File: src/rtl/friscv_wb_pkg.sv
// Shared types and constants for the register-file write-back collector.
package friscv_wb_pkg;

    localparam int unsigned REG_NB  = 32;
    localparam int unsigned REG_AW  = 5;
    // Register width carried by wb_req_t; the top-level XLEN must match it.
    localparam int unsigned WB_XLEN = 32;
    localparam int unsigned WB_STRB = WB_XLEN / 8;

    typedef struct packed {
        logic [REG_AW-1:0]  addr;
        logic [WB_XLEN-1:0] val;
        logic [WB_STRB-1:0] strb;
    } wb_req_t;

    typedef enum logic {
        SrcAlu   = 1'b0,
        SrcMemfy = 1'b1
    } wb_src_e;

    // One-hot of a register index; x0 never reports a pending write.
    function automatic logic [REG_NB-1:0] reg_onehot(input logic [REG_AW-1:0] addr);
        logic [REG_NB-1:0] oh;
        oh       = '0;
        oh[addr] = 1'b1;
        oh[0]    = 1'b0;
        return oh;
    endfunction

endpackage

File: src/rtl/friscv_wb_fifo.sv
// Per-source write-request FIFO; exposes its storage and occupancy mask so the
// top level can build the pending-write bitmap.
module friscv_wb_fifo
    import friscv_wb_pkg::*;
#(
    parameter int unsigned DEPTH = 2
) (
    input  logic                  aclk,
    input  logic                  aresetn,
    input  logic                  srst,
    input  logic                  push_i,
    input  wb_req_t               data_i,
    input  logic                  pop_i,
    output wb_req_t               data_o,
    output logic                  full_o,
    output logic                  empty_o,
    output wb_req_t [DEPTH-1:0]   entries_o,
    output logic [DEPTH-1:0]      valid_o
);

    localparam int unsigned PtrW = (DEPTH > 1) ? $clog2(DEPTH) : 1;

    logic [PtrW-1:0]      wptr_q, wptr_d;
    logic [PtrW-1:0]      rptr_q, rptr_d;
    logic [DEPTH-1:0]     valid_q, valid_d;
    wb_req_t [DEPTH-1:0]  mem_q, mem_d;

    // Occupancy is tracked per slot rather than with a counter, which gives
    // full/empty and the pending mask directly.
    always_comb begin
        wptr_d  = wptr_q;
        rptr_d  = rptr_q;
        valid_d = valid_q;
        mem_d   = mem_q;
        if (srst) begin
            wptr_d  = '0;
            rptr_d  = '0;
            valid_d = '0;
        end else begin
            if (pop_i && valid_q[rptr_q]) begin
                valid_d[rptr_q] = 1'b0;
                rptr_d          = rptr_q + 1'b1;
            end
            if (push_i && !valid_q[wptr_q]) begin
                valid_d[wptr_q] = 1'b1;
                mem_d[wptr_q]   = data_i;
                wptr_d          = wptr_q + 1'b1;
            end
        end
    end

    always_ff @(posedge aclk or negedge aresetn) begin
        if (!aresetn) begin
            wptr_q  <= '0;
            rptr_q  <= '0;
            valid_q <= '0;
        end else begin
            wptr_q  <= wptr_d;
            rptr_q  <= rptr_d;
            valid_q <= valid_d;
        end
    end

    always_ff @(posedge aclk) begin
        mem_q <= mem_d;
    end

    assign data_o    = mem_q[rptr_q];
    assign full_o    = &valid_q;
    assign empty_o   = ~|valid_q;
    assign entries_o = mem_q;
    assign valid_o   = valid_q;

endmodule

File: src/rtl/friscv_rd_writeback.sv
// Write-back collector: queues ALU and memfy register writes, arbitrates them
// round-robin onto the register file's single write port.
// Optional: FRISCV_WB_PENDING_EN enables the pending-write bitmap.
module friscv_rd_writeback
    import friscv_wb_pkg::*;
#(
    parameter int unsigned XLEN  = 32,
    parameter int unsigned DEPTH = 2
) (
    input  logic              aclk,
    input  logic              aresetn,
    input  logic              srst,
    input  logic              alu_wb_valid,
    output logic              alu_wb_ready,
    input  logic [4:0]        alu_wb_addr,
    input  logic [XLEN-1:0]   alu_wb_val,
    input  logic [XLEN/8-1:0] alu_wb_strb,
    input  logic              memfy_wb_valid,
    output logic              memfy_wb_ready,
    input  logic [4:0]        memfy_wb_addr,
    input  logic [XLEN-1:0]   memfy_wb_val,
    input  logic [XLEN/8-1:0] memfy_wb_strb,
    output logic              rd_wr,
    output logic [4:0]        rd_addr,
    output logic [XLEN-1:0]   rd_val,
    output logic [XLEN/8-1:0] rd_strb,
    output logic [31:0]       pending,
    output logic              busy
);

    wb_req_t             alu_req, memfy_req;
    wb_req_t             alu_head, memfy_head;
    wb_req_t [DEPTH-1:0] alu_entries, memfy_entries;
    logic [DEPTH-1:0]    alu_valid, memfy_valid;
    logic                alu_full, alu_empty, memfy_full, memfy_empty;
    logic                alu_push, memfy_push;
    logic                grant_alu, grant_memfy;

    wb_src_e             last_q, last_d;
    logic                rd_wr_q, rd_wr_d;
    wb_req_t             rd_req_q, rd_req_d;

    assign alu_req.addr   = alu_wb_addr;
    assign alu_req.val    = alu_wb_val;
    assign alu_req.strb   = alu_wb_strb;
    assign memfy_req.addr = memfy_wb_addr;
    assign memfy_req.val  = memfy_wb_val;
    assign memfy_req.strb = memfy_wb_strb;

    // Ready depends only on registered occupancy, never on valid.
    assign alu_wb_ready   = aresetn & ~alu_full;
    assign memfy_wb_ready = aresetn & ~memfy_full;

    // Writes to x0 or with no byte enabled complete the handshake but are dropped.
    assign alu_push   = alu_wb_valid & ~alu_full & (alu_wb_addr != '0) & (|alu_wb_strb);
    assign memfy_push = memfy_wb_valid & ~memfy_full & (memfy_wb_addr != '0)
                        & (|memfy_wb_strb);

    friscv_wb_fifo #(
        .DEPTH (DEPTH)
    ) u_alu_fifo (
        .aclk      (aclk),
        .aresetn   (aresetn),
        .srst      (srst),
        .push_i    (alu_push),
        .data_i    (alu_req),
        .pop_i     (grant_alu),
        .data_o    (alu_head),
        .full_o    (alu_full),
        .empty_o   (alu_empty),
        .entries_o (alu_entries),
        .valid_o   (alu_valid)
    );

    friscv_wb_fifo #(
        .DEPTH (DEPTH)
    ) u_memfy_fifo (
        .aclk      (aclk),
        .aresetn   (aresetn),
        .srst      (srst),
        .push_i    (memfy_push),
        .data_i    (memfy_req),
        .pop_i     (grant_memfy),
        .data_o    (memfy_head),
        .full_o    (memfy_full),
        .empty_o   (memfy_empty),
        .entries_o (memfy_entries),
        .valid_o   (memfy_valid)
    );

    // last_q records the most recently granted source; a tie goes to the other.
    always_comb begin
        grant_alu   = 1'b0;
        grant_memfy = 1'b0;
        last_d      = last_q;
        if (!alu_empty && !memfy_empty) begin
            if (last_q == SrcMemfy) begin
                grant_alu = 1'b1;
            end else begin
                grant_memfy = 1'b1;
            end
        end else if (!alu_empty) begin
            grant_alu = 1'b1;
        end else if (!memfy_empty) begin
            grant_memfy = 1'b1;
        end
        if (grant_alu) begin
            last_d = SrcAlu;
        end
        if (grant_memfy) begin
            last_d = SrcMemfy;
        end
        if (srst) begin
            grant_alu   = 1'b0;
            grant_memfy = 1'b0;
            last_d      = SrcAlu;
        end
    end

    always_comb begin
        rd_wr_d  = grant_alu | grant_memfy;
        rd_req_d = rd_req_q;
        if (grant_alu) begin
            rd_req_d = alu_head;
        end else if (grant_memfy) begin
            rd_req_d = memfy_head;
        end
        if (srst) begin
            rd_wr_d  = 1'b0;
            rd_req_d = '0;
        end
    end

    always_ff @(posedge aclk or negedge aresetn) begin
        if (!aresetn) begin
            last_q   <= SrcAlu;
            rd_wr_q  <= 1'b0;
            rd_req_q <= '0;
        end else begin
            last_q   <= last_d;
            rd_wr_q  <= rd_wr_d;
            rd_req_q <= rd_req_d;
        end
    end

    assign rd_wr   = rd_wr_q;
    assign rd_addr = rd_req_q.addr;
    assign rd_val  = rd_req_q.val;
    assign rd_strb = rd_req_q.strb;
    assign busy    = ~alu_empty | ~memfy_empty | rd_wr_q;

`ifdef FRISCV_WB_PENDING_EN
    logic [REG_NB-1:0] pending_map;

    always_comb begin
        pending_map = '0;
        for (int unsigned i = 0; i < DEPTH; i++) begin
            if (alu_valid[i]) begin
                pending_map = pending_map | reg_onehot(alu_entries[i].addr);
            end
            if (memfy_valid[i]) begin
                pending_map = pending_map | reg_onehot(memfy_entries[i].addr);
            end
        end
        if (rd_wr_q) begin
            pending_map = pending_map | reg_onehot(rd_req_q.addr);
        end
    end

    assign pending = pending_map;
`else
    logic unused_pending_src;
    assign unused_pending_src = ^{alu_entries, alu_valid, memfy_entries, memfy_valid};
    assign pending            = '0;
`endif

endmodule

File: config.mk
export PLATFORM = sky130hd
export DESIGN_NAME = friscv_rd_writeback
export DESIGN_NICKNAME = d
export VERILOG_FILES = /design/src/rtl/friscv_wb_pkg.sv /design/src/rtl/friscv_wb_fifo.sv /design/src/rtl/friscv_rd_writeback.sv
export SDC_FILE = /design/constraint.sdc
export NUM_CORES = 1
export LEC_CHECK = 0
export CAP_MARGIN = 20
export CORE_ASPECT_RATIO = 0.9
export CORE_MARGIN = 2
export CORE_UTILIZATION = 40
export CTS_BUF_LIST = sky130_fd_sc_hd__clkbuf_8 sky130_fd_sc_hd__clkbuf_16
export DETAILED_ROUTE_END_ITERATION = 12
export GPL_ROUTABILITY_DRIVEN = 0
export PLACE_DENSITY_LB_ADDON = 0.1
export SYNTH_ARGS = -nofsm -noshare
export SYNTH_HDL_FRONTEND = slang
export SYNTH_SLANG_ARGS = --single-unit
export TNS_END_PERCENT = 50
File: constraint.sdc
create_clock -name aclk -period 7 [get_ports aclk]
set_input_delay 1.4 -clock aclk [delete_from_list [all_inputs] [get_ports aclk]]
set_output_delay 1.4 -clock aclk [all_outputs]
set_load 0.1 [all_outputs]
# Yosys cells after proc, flatten, opt, wreduce, memory -nomap -nowiden
# Cells that the tools add are included.
# word_totals
ff_bits	215
input_bits	87
out_inout_bits	77
wordCells	140
# classes
add_sub_neg	4
magnitude_cmp	8
muxes	58
bitwise	20
reduce_logical	27
# ops
op	count
2-to-1 mux 41 bit	9
bitwise mux 82 bit	2
demux 41 bit (select 1 bit)	2
2-to-1 mux 1 bit	33
2-to-1 mux 2 bit	8
nonzero test 5 bit	2
logical AND 1 bit	9
bitwise AND 1 bit	8
less-than comparator 1 x 2 -> 1 bit (second input constant)	4
AND reduction 2 bit	4
nonzero test 2 bit	4
OR reduction 4 bit	2
nonzero test 3 bit	2
adder 1 bit (second input constant)	4
bitwise AND 2 bit	2
demux 1 bit (select 1 bit)	4
greater-or-equal comparator 1 bit (second input constant)	4
NOT 2 bit	2
OR 2 bit	2
OR reduction 2 bit	2
NOT 1 bit	3
OR 1 bit	3
zero test 1 bit	2

# Longest topological paths before layout
# Gate-level depths: netlist of the first run.
# depth
depth_word	11
depth_mapped	7
depth_no_buf	4

# Hierarchy
# Synthesis of the first run repeated with hierarchy kept, for this count alone.
# unflattened
cells_unflattened	484
hier_area_um2	8618.3
# modules_own_cells
module	n_inst	cells_per_inst	area_each_um2	seq_area_each_um2
friscv_wb_fifo	2	148	3193.1	2562.5
friscv_rd_writeback	1	188	2232.1	1076.0

# Worst setup path before layout of the first run
# OpenSTA, ideal clock, no wires.
# synth_timing
path_kind	input -> register
startpoint	input srst
endpoint	register u_alu_fifo.mem_q (netlist bit u_alu_fifo.entries_o[41]), enable pin
setup_ps	556
arrival_ps	5945
required_ps	6444
path_slack_ps	499
stages	2
path_buffers	1
cell_sequence	clkbuf_1 -> nor4b_1
# synth_via
elab_chain_len	2
# synth_lines
item	line_no	text
start: declaration	friscv_rd_writeback.sv:12	input logic srst,
NOT 1 bit (no line)	--	
AND reduction 2 bit (no line)	--	
end signal: assignment	friscv_wb_fifo.sv:65	mem_q <= mem_d;
end: declaration	friscv_wb_fifo.sv:26	wb_req_t [DEPTH-1:0] mem_q, mem_d;
# Every way passes these cells.
# A chain may end at the register's enable or synchronous reset.

# Worst setup path in the final report of the first run
# layout_timing
startpoint	input aresetn
endpoint	output alu_wb_ready
# layout_via
elab_chain_len	1
# layout_lines
item	line_no	text
start: declaration	friscv_rd_writeback.sv:11	input logic aresetn,
bitwise AND 1 bit	friscv_rd_writeback.sv:51	assign alu_wb_ready = aresetn & ~alu_full;
end: declaration	friscv_rd_writeback.sv:14	output logic alu_wb_ready,
# Every way passes these cells.

==> load_flow_metrics.sql, run 1 <==
INSERT INTO impl_metrics (metric_group, metric, value, unit) VALUES
('worst_hold_path', 'worstHoldPathType', 'reg2reg', ''),
('critical_path', 'timing.critical_path.to_type', 'output port', ''),
('clocking', 'clkLatencyLatePin', '0.51', 'ns'),
('global_routing', 'grt_first_pass_wirelength', '30700', 'microns'),
('global_routing', 'vias_in_the_first_global_route', '5173', ''),
('route', 'num_vias', '5109', ''),
('route', 'wire_per_inst', '20.7', 'microns'),
('layout', 'final.fill_count', '1898', ''),
('synth', 'yosysWarningCount', '0', ''),
('critical_path', 'cp.arrival', '2.89', 'ns'),
('route', 'drt_pass1_iterations', '4', ''),
('global_routing', 'total_congestion_overflow_after_global_routing', '0', ''),
('route', 'drtIter0Drc', '348', ''),
('job', 'max-cap-violations', '0', ''),
('worst_hold_path', 'hold_depth', '2', ''),
('clocking', 'cts.clk_slew.worst_paths', '0.06', 'ns'),
('layout', 'layout_common_cells', '164 x sky130_fd_sc_hd__edfxtp_1, 130 x sky130_fd_sc_hd__clkdlybuf4s50_1, 49 x sky130_fd_sc_hd__dfrtp_1, 41 x sky130_fd_sc_hd__a211oi_1, 41 x sky130_fd_sc_hd__a22oi_1', ''),
('clocking', 'cts_resized', '0', ''),
('critical_path', 'timing.rr.start', 'u_alu_fifo.rptr_q', ''),
('layout', 'drive_gt1_frac', '0.220', ''),
('sta', 'timing.slew.headroom', '0.285', ''),
('floorplanning', 'die-area', '0.0237', 'sq mm'),
('sta', 'timing.final.max_slew_violations', '0', ''),
('synth', 'yosys_most_used_dff', 'sky130_fd_sc_hd__edfxtp_1', ''),
('clocking', 'cts-hold-fix-buffers', '0', ''),
('sta', 'maxClockFrequency', '233', 'MHz'),
('critical_path', 'crit_type', 'in2out', ''),
('global_routing', 'grt_antenna_before_repair', '1', ''),
('floorplanning', 'design.portCount', '164', ''),
('layout', 'finish.utilization', '0.495', ''),
('power', 'total_leakage_power', '3.82', 'nW'),
('clocking', 'post-cts-setup-buffers', '0', ''),
('clocking', 'cts-root-to-sink-buffers', '3', ''),
('synth', 'synth.yosys.seq_area_share', '0.688', ''),
('sta', 'clock-skew-final', '0.0191', 'ns'),
('sta', 'final.period_utilization', '0.613', ''),
('run_status', 'run_status', 'complete, no violations', ''),
('sta', 'grt_setup_unrepaired', 'no', ''),
('synth', 'netlist-cell-type-count', '44', ''),
('critical_path', 'worst_setup_path_start_kind', 'input port', ''),
('critical_path', 'reg2reg_setup_slack', '4.51', 'ns'),
('synth', 'synth_edf_count', '164', ''),
('synth', 'synth.cell_area', '0.00901', 'sq mm'),
('floorplanning', 'floorplan.initialDensity', '0.404', ''),
('worst_hold_path', 'hold_path.startpoint', 'u_alu_fifo.entries_o[52]', ''),
('layout', 'syn_to_final_growth', '22.6', '%'),
('sta', 'number_of_endpoints_with_negative_hold_slack_in_the_final_report', '0', ''),
('placed_design', 'place.detailed.hpwl', '12300', 'microns'),
('synth', 'post_synth_inst_count', '546', ''),
('critical_path', 'worst_path_max_delay_cell', 'sky130_fd_sc_hd__clkdlybuf4s50_1', ''),
('power', 'vdd.ir_drop.worst', '181', 'uV'),
('worst_hold_path', 'min_to', 'rd_val[7]', ''),
('sta', 'setup_viol', '0', ''),
('synth', 'synth.ff_latch_count', '215', ''),
('sta', 'layout_min_cycle_time', '4.29', 'ns'),
('clocking', 'cts_max_level', '1', ''),
('layout', 'ff_latch_area', '0.00620', 'sq mm'),
('critical_path', 'worstRegToRegCells', '4', ''),
('layout', 'commonest_non_fill_non_tap_cell_in_the_layout', 'sky130_fd_sc_hd__edfxtp_1', ''),
('clocking', 'tritoncts', 'yes', ''),
('global_routing', 'groute.usage.overall', '0.172', ''),
('sta', 'setup-tns-final', '0', 'ns'),
('placed_design', 'io_buffer_count', '131', ''),
('clocking', 'cts-root-buf', 'sky130_fd_sc_hd__clkbuf_16', ''),
('layout', 'multi_input_comb_area', '0.00225', 'sq mm'),
('clocking', 'tritoncts_num_sinks', '215', ''),
('layout', 'final_nets', '762', ''),
('floorplanning', 'dieHeight', '146', 'microns'),
('synth', 'postSynth.asyncResetShare', '0.237', ''),
('critical_path', 'crit_path_max_incr_delay', '1.17', 'ns'),
('sta', 'tightestPinTransition', '1.07', 'ns');
==> critical path: cells and delay by family <==
kind,cells,cell delay (ns)
AOI/OAI and AO/OA,1,0.21
buffers and inverters,2,1.27
==> cells in the mapped netlist, drive strengths merged (6+ instances only) <==
master,count,area share
and2b,10,0.0096
clkbuf,17,0.021
dfrtp,51,0.14
nor2b,33,0.023
edfxtp,164,0.55
nand2,6,0.0025
o31ai,41,0.056
buf,53,0.056
a21oi,46,0.041
a22oi,42,0.036
o21ai,6,0.0033
a211oi,41,0.034
==> state kept, by name (all words and copies together), names as in the netlist <==
signal,cells
last_q,1
rd_addr,5
rd_strb,4
rd_val,32
rd_wr,1
u_alu_fifo.entries_o,82
u_alu_fifo.rptr_q,1
u_alu_fifo.valid_o,2
u_alu_fifo.wptr_q,1
u_memfy_fifo.entries_o,82
u_memfy_fifo.rptr_q,1
u_memfy_fifo.valid_o,2
u_memfy_fifo.wptr_q,1
==> where the power goes <==
part / leakage [nW] / switching, mW / internal [mW]
logic: 1.25 / 0.648 / 0.219
registers: 2.17 / 0.0668 / 1.47
clock network: 0.404 / 0.478 / 0.763
==> worst max path at each step <==
stage                        from                       end  slack [ns]  cells after the start
final                     aresetn              alu_wb_ready        2.71                      3
after global routing      aresetn              alu_wb_ready        2.62                      3
after CTS                 aresetn              alu_wb_ready        2.70                      3
after detailed placement  aresetn              alu_wb_ready        2.72                      3
after global placement    aresetn              alu_wb_ready        2.73                      3
after floorplan              srst  u_alu_fifo.entries_o[41]        0.50                      2
==> layer usage <==
| layer | share of wire | wire length [microns] | GRT usage |
|---|---|---|---|
| met5 | 0 | 0 | 0 |
| met2 | 0.46 | 9530 | 0.277 |
| met1 | 0.46 | 9420 | 0.244 |
| met3 | 0.057 | 1170 | 0.0324 |
| met4 | 0.019 | 386 | 0.0385 |
==> cell type report <==
| cell class | instances | share of cell area |
|---|---|---|
| clock inverters | 14 | 0.0134 |
| inverters | 3 | 0.00102 |
| repair buffers | 144 | 0.128 |
| diodes | 1 | 0.000226 |
| clock buffers | 28 | 0.0583 |
| flip-flops and latches | 215 | 0.561 |
| well taps | 297 | 0.0336 |
| multi-input cells | 288 | 0.204 |
==> cells by family (layout without fill, tap and decap cells) <==
logic type | count (synthesis) | count (layout) | synth area share
other | 1 | 33 | 0.000416
AOI/OAI and AO/OA | 184 | 184 | 0.179
DFF | 215 | 215 | 0.688
and+or+nand+nor | 72 | 72 | 0.0536
buffers and inverters | 74 | 189 | 0.0787
==> per-stage QoR <==
step / power, mW / area [sq um] / std cells / worst slack, ns
after floorplan: 2.24 / 9130 / 577 / 0.499
after global placement: 2.43 / 10200 / 946 / 2.73
after detailed placement: 2.44 / 10200 / 946 / 2.72
after CTS: 3.69 / 11000 / 988 / 2.70
after global routing: 3.78 / 11000 / 989 / 2.62
final: 3.65 / 11000 / 990 / 2.71
Note: power is estimated with default switching activity, not from simulation.
==> run 2: changes to the inputs <==
- clock period: 7 -> 3.9 ns (I/O delays scaled with it)
==> load_flow_metrics.sql, run 2 (synthesis gave the netlist of run 1 again) <==
INSERT INTO impl_metrics (metric_group, metric, value, unit) VALUES
('floorplanning', 'die_span_in_x', '162', 'microns'),
('global_routing', 'grt_antenna_before_repair', '2', ''),
('power', 'p_sw_frac', '0.335', ''),
('floorplanning', 'die-area', '0.0237', 'sq mm'),
('floorplanning', 'core_area', '0.0223', 'sq mm'),
('clocking', 'post-cts-setup-buffers', '0', ''),
('clocking', 'cts-root-buf', 'sky130_fd_sc_hd__clkbuf_16', ''),
('critical_path', 'worst_path_max_delay_cell', 'sky130_fd_sc_hd__nor4b_4', ''),
('sta', 'post-route-worst-setup-slack', '0.756', 'ns'),
('clocking', 'cts-hold-fix-buffers', '0', ''),
('layout', 'final.fill_count', '1903', ''),
('placed_design', 'placement.cell_area', '0.0103', 'sq mm'),
('global_routing', 'grt_first_pass_wirelength', '31800', 'microns'),
('layout', 'finish.utilization', '0.494', ''),
('clocking', 'cts-root-to-sink-buffers', '3', ''),
('critical_path', 'critical_path.n_buffers_inverters', '2', ''),
('critical_path', 'worstPathCellList', 'clkdlybuf4s50_1, or4_1, o211ai_1, nor4b_4, buf_4', ''),
('power', 'pwr_density_cell', '579', 'mW/mm^2'),
('critical_path', 'worst_setup_path_start_kind', 'input port', ''),
('sta', 'layout_min_cycle_time', '3.14', 'ns'),
('clocking', 'cts_resized', '0', ''),
('global_routing', 'vias_in_the_first_global_route', '5278', ''),
('route', 'num_vias', '5171', ''),
('sta', 'timing.slew.headroom', '0.261', ''),
('sta', 'tightestPinTransition', '1.11', 'ns'),
('critical_path', 'timing.critical_path.to_type', 'flop', ''),
('clocking', 'cts_max_level', '1', ''),
('layout', 'syn_to_final_growth', '22.4', '%'),
('power', 'cellInternalPower', '4.25', 'mW'),
('sta', 'setup_viol', '0', ''),
('layout', 'drive_gt1_frac', '0.218', ''),
('power', 'vdd.ir_drop.worst', '329', 'uV'),
('global_routing', 'grt_max_degree', '86', ''),
('sta', 'timing.final.max_slew_violations', '0', ''),
('route', 'post_drt_via_cell_ratio', '5.22', ''),
('route', 'drt_wirelength', '20900', 'microns'),
('sta', 'number_of_endpoints_with_negative_hold_slack_in_the_final_report', '0', ''),
('layout', 'layout_common_cells', '164 x sky130_fd_sc_hd__edfxtp_1, 127 x sky130_fd_sc_hd__clkdlybuf4s50_1, 49 x sky130_fd_sc_hd__dfrtp_1, 41 x sky130_fd_sc_hd__a211oi_1, 41 x sky130_fd_sc_hd__a22oi_1', ''),
('layout', 'multi_input_comb_area', '0.00227', 'sq mm'),
('layout', 'final_nets', '764', ''),
('critical_path', 'critPathRequiredTime', '4.05', 'ns'),
('sta', 'clock-skew-final', '0.0101', 'ns'),
('clocking', 'cts.clk_slew.worst_paths', '0.06', 'ns'),
('sta', 'holdWs', '0.111', 'ns'),
('critical_path', 'crit_path_max_incr_delay', '0.99', 'ns'),
('floorplanning', 'design.portCount', '164', ''),
('power', 'pwr-share-seq', '0.433', ''),
('floorplanning', 'dieHeight', '146', 'microns'),
('placed_design', 'io_buffer_count', '131', ''),
('job', 'max-cap-violations', '0', ''),
('critical_path', 'crit_type', 'in2reg', ''),
('clocking', 'tritoncts', 'yes', ''),
('layout', 'fin_cells', '990', ''),
('global_routing', 'groute.usage.overall', '0.177', ''),
('route', 'post-route-drc-count', '0', ''),
('clocking', 'clkLatencyLatePin', '0.50', 'ns'),
('clocking', 'tritoncts_num_sinks', '215', ''),
('power', 'power.share.clock', '0.321', ''),
('route', 'drtIter0Drc', '336', ''),
('critical_path', 'crit_fanout', '28', ''),
('layout', 'antenna-diode-count', '0', ''),
('placed_design', 'placed_insts', '949', ''),
('layout', 'commonest_non_fill_non_tap_cell_in_the_layout', 'sky130_fd_sc_hd__edfxtp_1', ''),
('placed_design', 'place.detailed.hpwl', '12800', 'microns'),
('global_routing', 'total_congestion_overflow_after_global_routing', '0', ''),
('layout', 'final_cell_area', '0.0110', 'sq mm'),
('clocking', 'numCtsBuffers', '23', ''),
('route', 'wire_per_inst', '21.1', 'microns'),
('floorplanning', 'floorplan.initialDensity', '0.404', ''),
('run_status', 'run_status', 'complete, no violations', ''),
('power', 'power.share.combinational', '0.247', ''),
('critical_path', 'family_with_the_most_delay_on_the_worst_path', 'simple AND/OR/NAND/NOR gates', ''),
('sta', 'grt_setup_unrepaired', 'no', ''),
('route', 'ant_nets_after_route', '0', ''),
('sta', 'final.period_utilization', '0.806', ''),
('power', 'total_leakage_power', '3.85', 'nW'),
('sta', 'maxClockFrequency', '318', 'MHz'),
('power', 'switchingPower', '2.14', 'mW'),
('layout', 'ff_latch_area', '0.00621', 'sq mm'),
('route', 'drt_pass1_iterations', '5', ''),
('critical_path', 'cp.arrival', '3.29', 'ns'),
('floorplanning', 'std_cell_rows', '52', ''),
('worst_hold_path', 'worstHoldPathType', 'in2async', ''),
('placed_design', 'post_place_worst_slack', '0.188', 'ns');
run 2: cell types whose count changed in the layout (fill, tap and decap cells not counted), sizes merged:
cell           change
buf                +5
diode              -1
clkbuf             -1
bufinv             -2
inv                +6
clkinv             -4
clkdlybuf4s50      -3
run 2: worst paths after layout:
kind	startpoint	endpoint	slack (ns)	cells after the start
setup / recovery	alu_wb_strb[3]	u_alu_fifo.entries_o[78]	0.76	5
hold / removal	aresetn	u_memfy_fifo.wptr_q	0.11	1
setup reg to reg	u_alu_fifo.valid_o[1]	u_alu_fifo.entries_o[78]	1.53	2
hold reg to reg	u_alu_fifo.entries_o[78]	rd_addr[1]	0.49	2
max in group asynchronous	aresetn	u_alu_fifo.rptr_q	2.83	2
min in group aclk	u_alu_fifo.entries_o[78]	rd_addr[1]	0.49	2
run 2: metal layers:
layer | vias to the layer above | part of all wire | global-route usage
met3 | 28 | 0.066 | 0.0349
met4 | 2 | 0.018 | 0.0403
met5 | - | 0.00053 | 0
li1 | 2334 | - | -
met1 | 2617 | 0.46 | 0.257
met2 | 190 | 0.45 | 0.276
run 2: cell type report:
type,instances,area share
multi-input combinational,288,0.206
inverter,3,0.00102
tap,297,0.0337
clock inverter,14,0.00726
sequential,215,0.563
clock buffer,27,0.0572
timing repair buffer,146,0.133
run 2: per-stage QoR:
stage | total power, mW | setup TNS, ns
floorplan | 4.01 | -17.69
global placement | 4.38 | 0
detailed placement | 4.39 | 0
CTS | 6.44 | 0
global route | 6.61 | 0
finish | 6.38 | 0
run 2: power by group through the flow:
stage	Sequential (mW)	Combinational [mW]	Clock [mW]
final	2.76	1.58	2.05
after global routing	2.78	1.64	2.18
after CTS	2.76	1.59	2.09
after detailed placement	2.81	1.59	0
after global placement	2.81	1.57	0
after floorplan	3.36	0.654	0
==> run 3: changes to the inputs <==
- clock period: 3.9 -> 3.16 ns (I/O delays scaled with it)
==> load_flow_metrics.sql, run 3 (synthesis gave the netlist of run 1 again) <==
INSERT INTO impl_metrics (metric_group, metric, value, unit) VALUES
('floorplanning', 'dieHeight', '146', 'microns'),
('global_routing', 'vias_in_the_first_global_route', '5310', ''),
('clocking', 'cts-hold-fix-buffers', '1', ''),
('sta', 'maxClockFrequency', '375', 'MHz'),
('sta', 'tightestPinTransition', '1.01', 'ns'),
('critical_path', 'reg2reg_setup_slack', '1.04', 'ns'),
('clocking', 'cts-root-buf', 'sky130_fd_sc_hd__clkbuf_16', ''),
('floorplanning', 'die-area', '0.0237', 'sq mm'),
('global_routing', 'total_congestion_overflow_after_global_routing', '0', ''),
('global_routing', 'grt_max_degree', '46', ''),
('floorplanning', 'die_span_in_x', '162', 'microns'),
('sta', 'final.period_utilization', '0.843', ''),
('power', 'cellInternalPower', '5.31', 'mW'),
('power', 'total_leakage_power', '3.98', 'nW'),
('job', 'max-cap-violations', '0', ''),
('critical_path', 'timing.critical_path.to_type', 'output port', ''),
('critical_path', 'crit_path_max_incr_delay', '0.54', 'ns'),
('placed_design', 'io_buffer_count', '131', ''),
('route', 'num_vias', '5156', ''),
('critical_path', 'worstPathCellList', 'dlygate4sd3_1, buf_2, a21boi_0, buf_12', ''),
('clocking', 'cts_max_level', '1', ''),
('route', 'drt_pass1_iterations', '4', ''),
('worst_hold_path', 'worstHoldPathType', 'reg2reg', ''),
('power', 'p_sw_frac', '0.334', ''),
('sta', 'timing.slew.headroom', '0.325', ''),
('sta', 'setup_viol', '0', ''),
('clocking', 'tritoncts', 'yes', ''),
('clocking', 'cts.clk_slew.worst_paths', '0.06', 'ns'),
('placed_design', 'place.detailed.hpwl', '13300', 'microns'),
('route', 'post_drt_via_cell_ratio', '5.17', ''),
('power', 'power.share.combinational', '0.245', ''),
('clocking', 'cts_resized', '0', ''),
('floorplanning', 'design.portCount', '164', ''),
('sta', 'clock-skew-final', '0.0123', 'ns'),
('critical_path', 'crit_fanout', '7', ''),
('layout', 'drive_gt1_frac', '0.290', ''),
('route', 'drtIter0Drc', '280', ''),
('clocking', 'post-cts-setup-buffers', '0', ''),
('power', 'vdd.ir_drop.worst', '388', 'uV'),
('route', 'post-route-drc-count', '0', ''),
('layout', 'final.fill_count', '1933', ''),
('global_routing', 'grt_antenna_before_repair', '0', ''),
('layout', 'layout_common_cells', '164 x sky130_fd_sc_hd__edfxtp_1, 85 x sky130_fd_sc_hd__clkdlybuf4s50_1, 54 x sky130_fd_sc_hd__buf_4, 49 x sky130_fd_sc_hd__dfrtp_1', ''),
('route', 'ant_nets_after_route', '0', ''),
('power', 'switchingPower', '2.66', 'mW'),
('power', 'power.share.clock', '0.328', ''),
('clocking', 'numCtsBuffers', '23', ''),
('layout', 'antenna-diode-count', '0', ''),
('layout', 'commonest_non_fill_non_tap_cell_in_the_layout', 'sky130_fd_sc_hd__edfxtp_1', ''),
('clocking', 'cts-root-to-sink-buffers', '3', ''),
('sta', 'holdWs', '0.492', 'ns'),
('layout', 'final_cell_area', '0.0111', 'sq mm'),
('sta', 'number_of_endpoints_with_negative_hold_slack_in_the_final_report', '0', ''),
('critical_path', 'crit_type', 'in2out', ''),
('global_routing', 'groute.usage.overall', '0.177', ''),
('run_status', 'run_status', 'complete, no violations', ''),
('route', 'drt_wirelength', '20900', 'microns'),
('power', 'pwr_density_cell', '716', 'mW/mm^2'),
('floorplanning', 'core_area', '0.0223', 'sq mm'),
('clocking', 'tritoncts_num_sinks', '215', ''),
('critical_path', 'worst_path_max_delay_cell', 'sky130_fd_sc_hd__dlygate4sd3_1', ''),
('clocking', 'clkLatencyLatePin', '0.50', 'ns'),
('layout', 'syn_to_final_growth', '23.5', '%'),
('sta', 'grt_setup_unrepaired', 'no', ''),
('critical_path', 'critPathRequiredTime', '2.53', 'ns'),
('placed_design', 'placement.cell_area', '0.0104', 'sq mm'),
('floorplanning', 'floorplan.initialDensity', '0.404', ''),
('route', 'wire_per_inst', '20.9', 'microns'),
('critical_path', 'worst_setup_path_start_kind', 'input port', ''),
('floorplanning', 'std_cell_rows', '52', ''),
('layout', 'final_nets', '772', ''),
('power', 'pwr-share-seq', '0.427', ''),
('layout', 'finish.utilization', '0.499', ''),
('critical_path', 'cp.arrival', '2.03', 'ns'),
('sta', 'layout_min_cycle_time', '2.66', 'ns'),
('global_routing', 'grt_first_pass_wirelength', '31700', 'microns'),
('sta', 'timing.final.max_slew_violations', '0', '');
[run 3: cell types whose count changed in the layout (fill, tap and decap cells not counted), moves of 2 or more]
cell / change
sky130_fd_sc_hd__inv_1: -4
sky130_fd_sc_hd__buf_12: +5
sky130_fd_sc_hd__buf_4: +40
sky130_fd_sc_hd__clkinv_2: +3
sky130_fd_sc_hd__clkdlybuf4s50_1: -42
sky130_fd_sc_hd__clkinvlp_4: +2
sky130_fd_sc_hd__clkbuf_8: -4
sky130_fd_sc_hd__buf_16: +2
sky130_fd_sc_hd__bufinv_16: +2
[run 3: power by group through the flow]
| stage | logic [mW] | clock network, mW | registers [mW] |
|---|---|---|---|
| finish | 1.95 | 2.62 | 3.40 |
| CTS | 1.97 | 2.68 | 3.40 |
| global placement | 1.93 | 0 | 3.46 |
| detailed placement | 1.97 | 0 | 3.46 |
| global route | 2.04 | 2.81 | 3.42 |
| floorplan | 0.809 | 0 | 4.14 |
[run 3: path summary, 6_finish.rpt]
kind	from	endpoint	cells after the start
min in group asynchronous	aresetn	u_memfy_fifo.wptr_q	2
worst min-delay path	u_alu_fifo.entries_o[70]	rd_val[25]	2
max in group asynchronous	aresetn	u_alu_fifo.rptr_q	3
worst max register to register	u_memfy_fifo.valid_o[1]	rd_val[17]	5
worst max-delay path	aresetn	alu_wb_ready	4
worst min register to register	u_alu_fifo.entries_o[70]	rd_val[25]	2
[run 3: through the flow]
stage / cells / setup TNS, ns / power [mW] / worst slack, ns
6_report: 998 / 0 / 7.97 / 0.495
5_1_grt: 998 / 0 / 8.27 / 0.376
4_1_cts: 997 / 0 / 8.06 / 0.401
3_5_place_dp: 955 / -3.60 / 5.43 / -0.112
3_3_place_gp: 952 / -1.29 / 5.39 / -0.0507
2_1_floorplan: 577 / -11.80 / 4.95 / -0.293
[run 3: area by class of cell]
class                           instances  area, sq um  area share
Clock buffer                           23          576      0.0517
Clock inverter                         18          159      0.0143
Inverter                                3         11.3     0.00101
Multi-Input combinational cell        288         2270       0.204
Sequential cell                       215         6200       0.557
Tap cell                              297          372      0.0334
Timing Repair Buffer                  154         1530       0.138
[run 3: per-layer routing]
| layer | share of wire | GRT usage | vias to the layer above |
|---|---|---|---|
| li1 | - | - | 2349 |
| met1 | 0.46 | 0.253 | 2598 |
| met2 | 0.46 | 0.282 | 178 |
| met3 | 0.064 | 0.0381 | 31 |
| met4 | 0.017 | 0.0336 | 0 |
| met5 | 0 | 0 | - |
[run 3: critical path, delay by kind of cell]
kind	cells	cell delay, ns
AO/OA/AOI/OAI	1	0.41
buffers and inverters	3	0.98
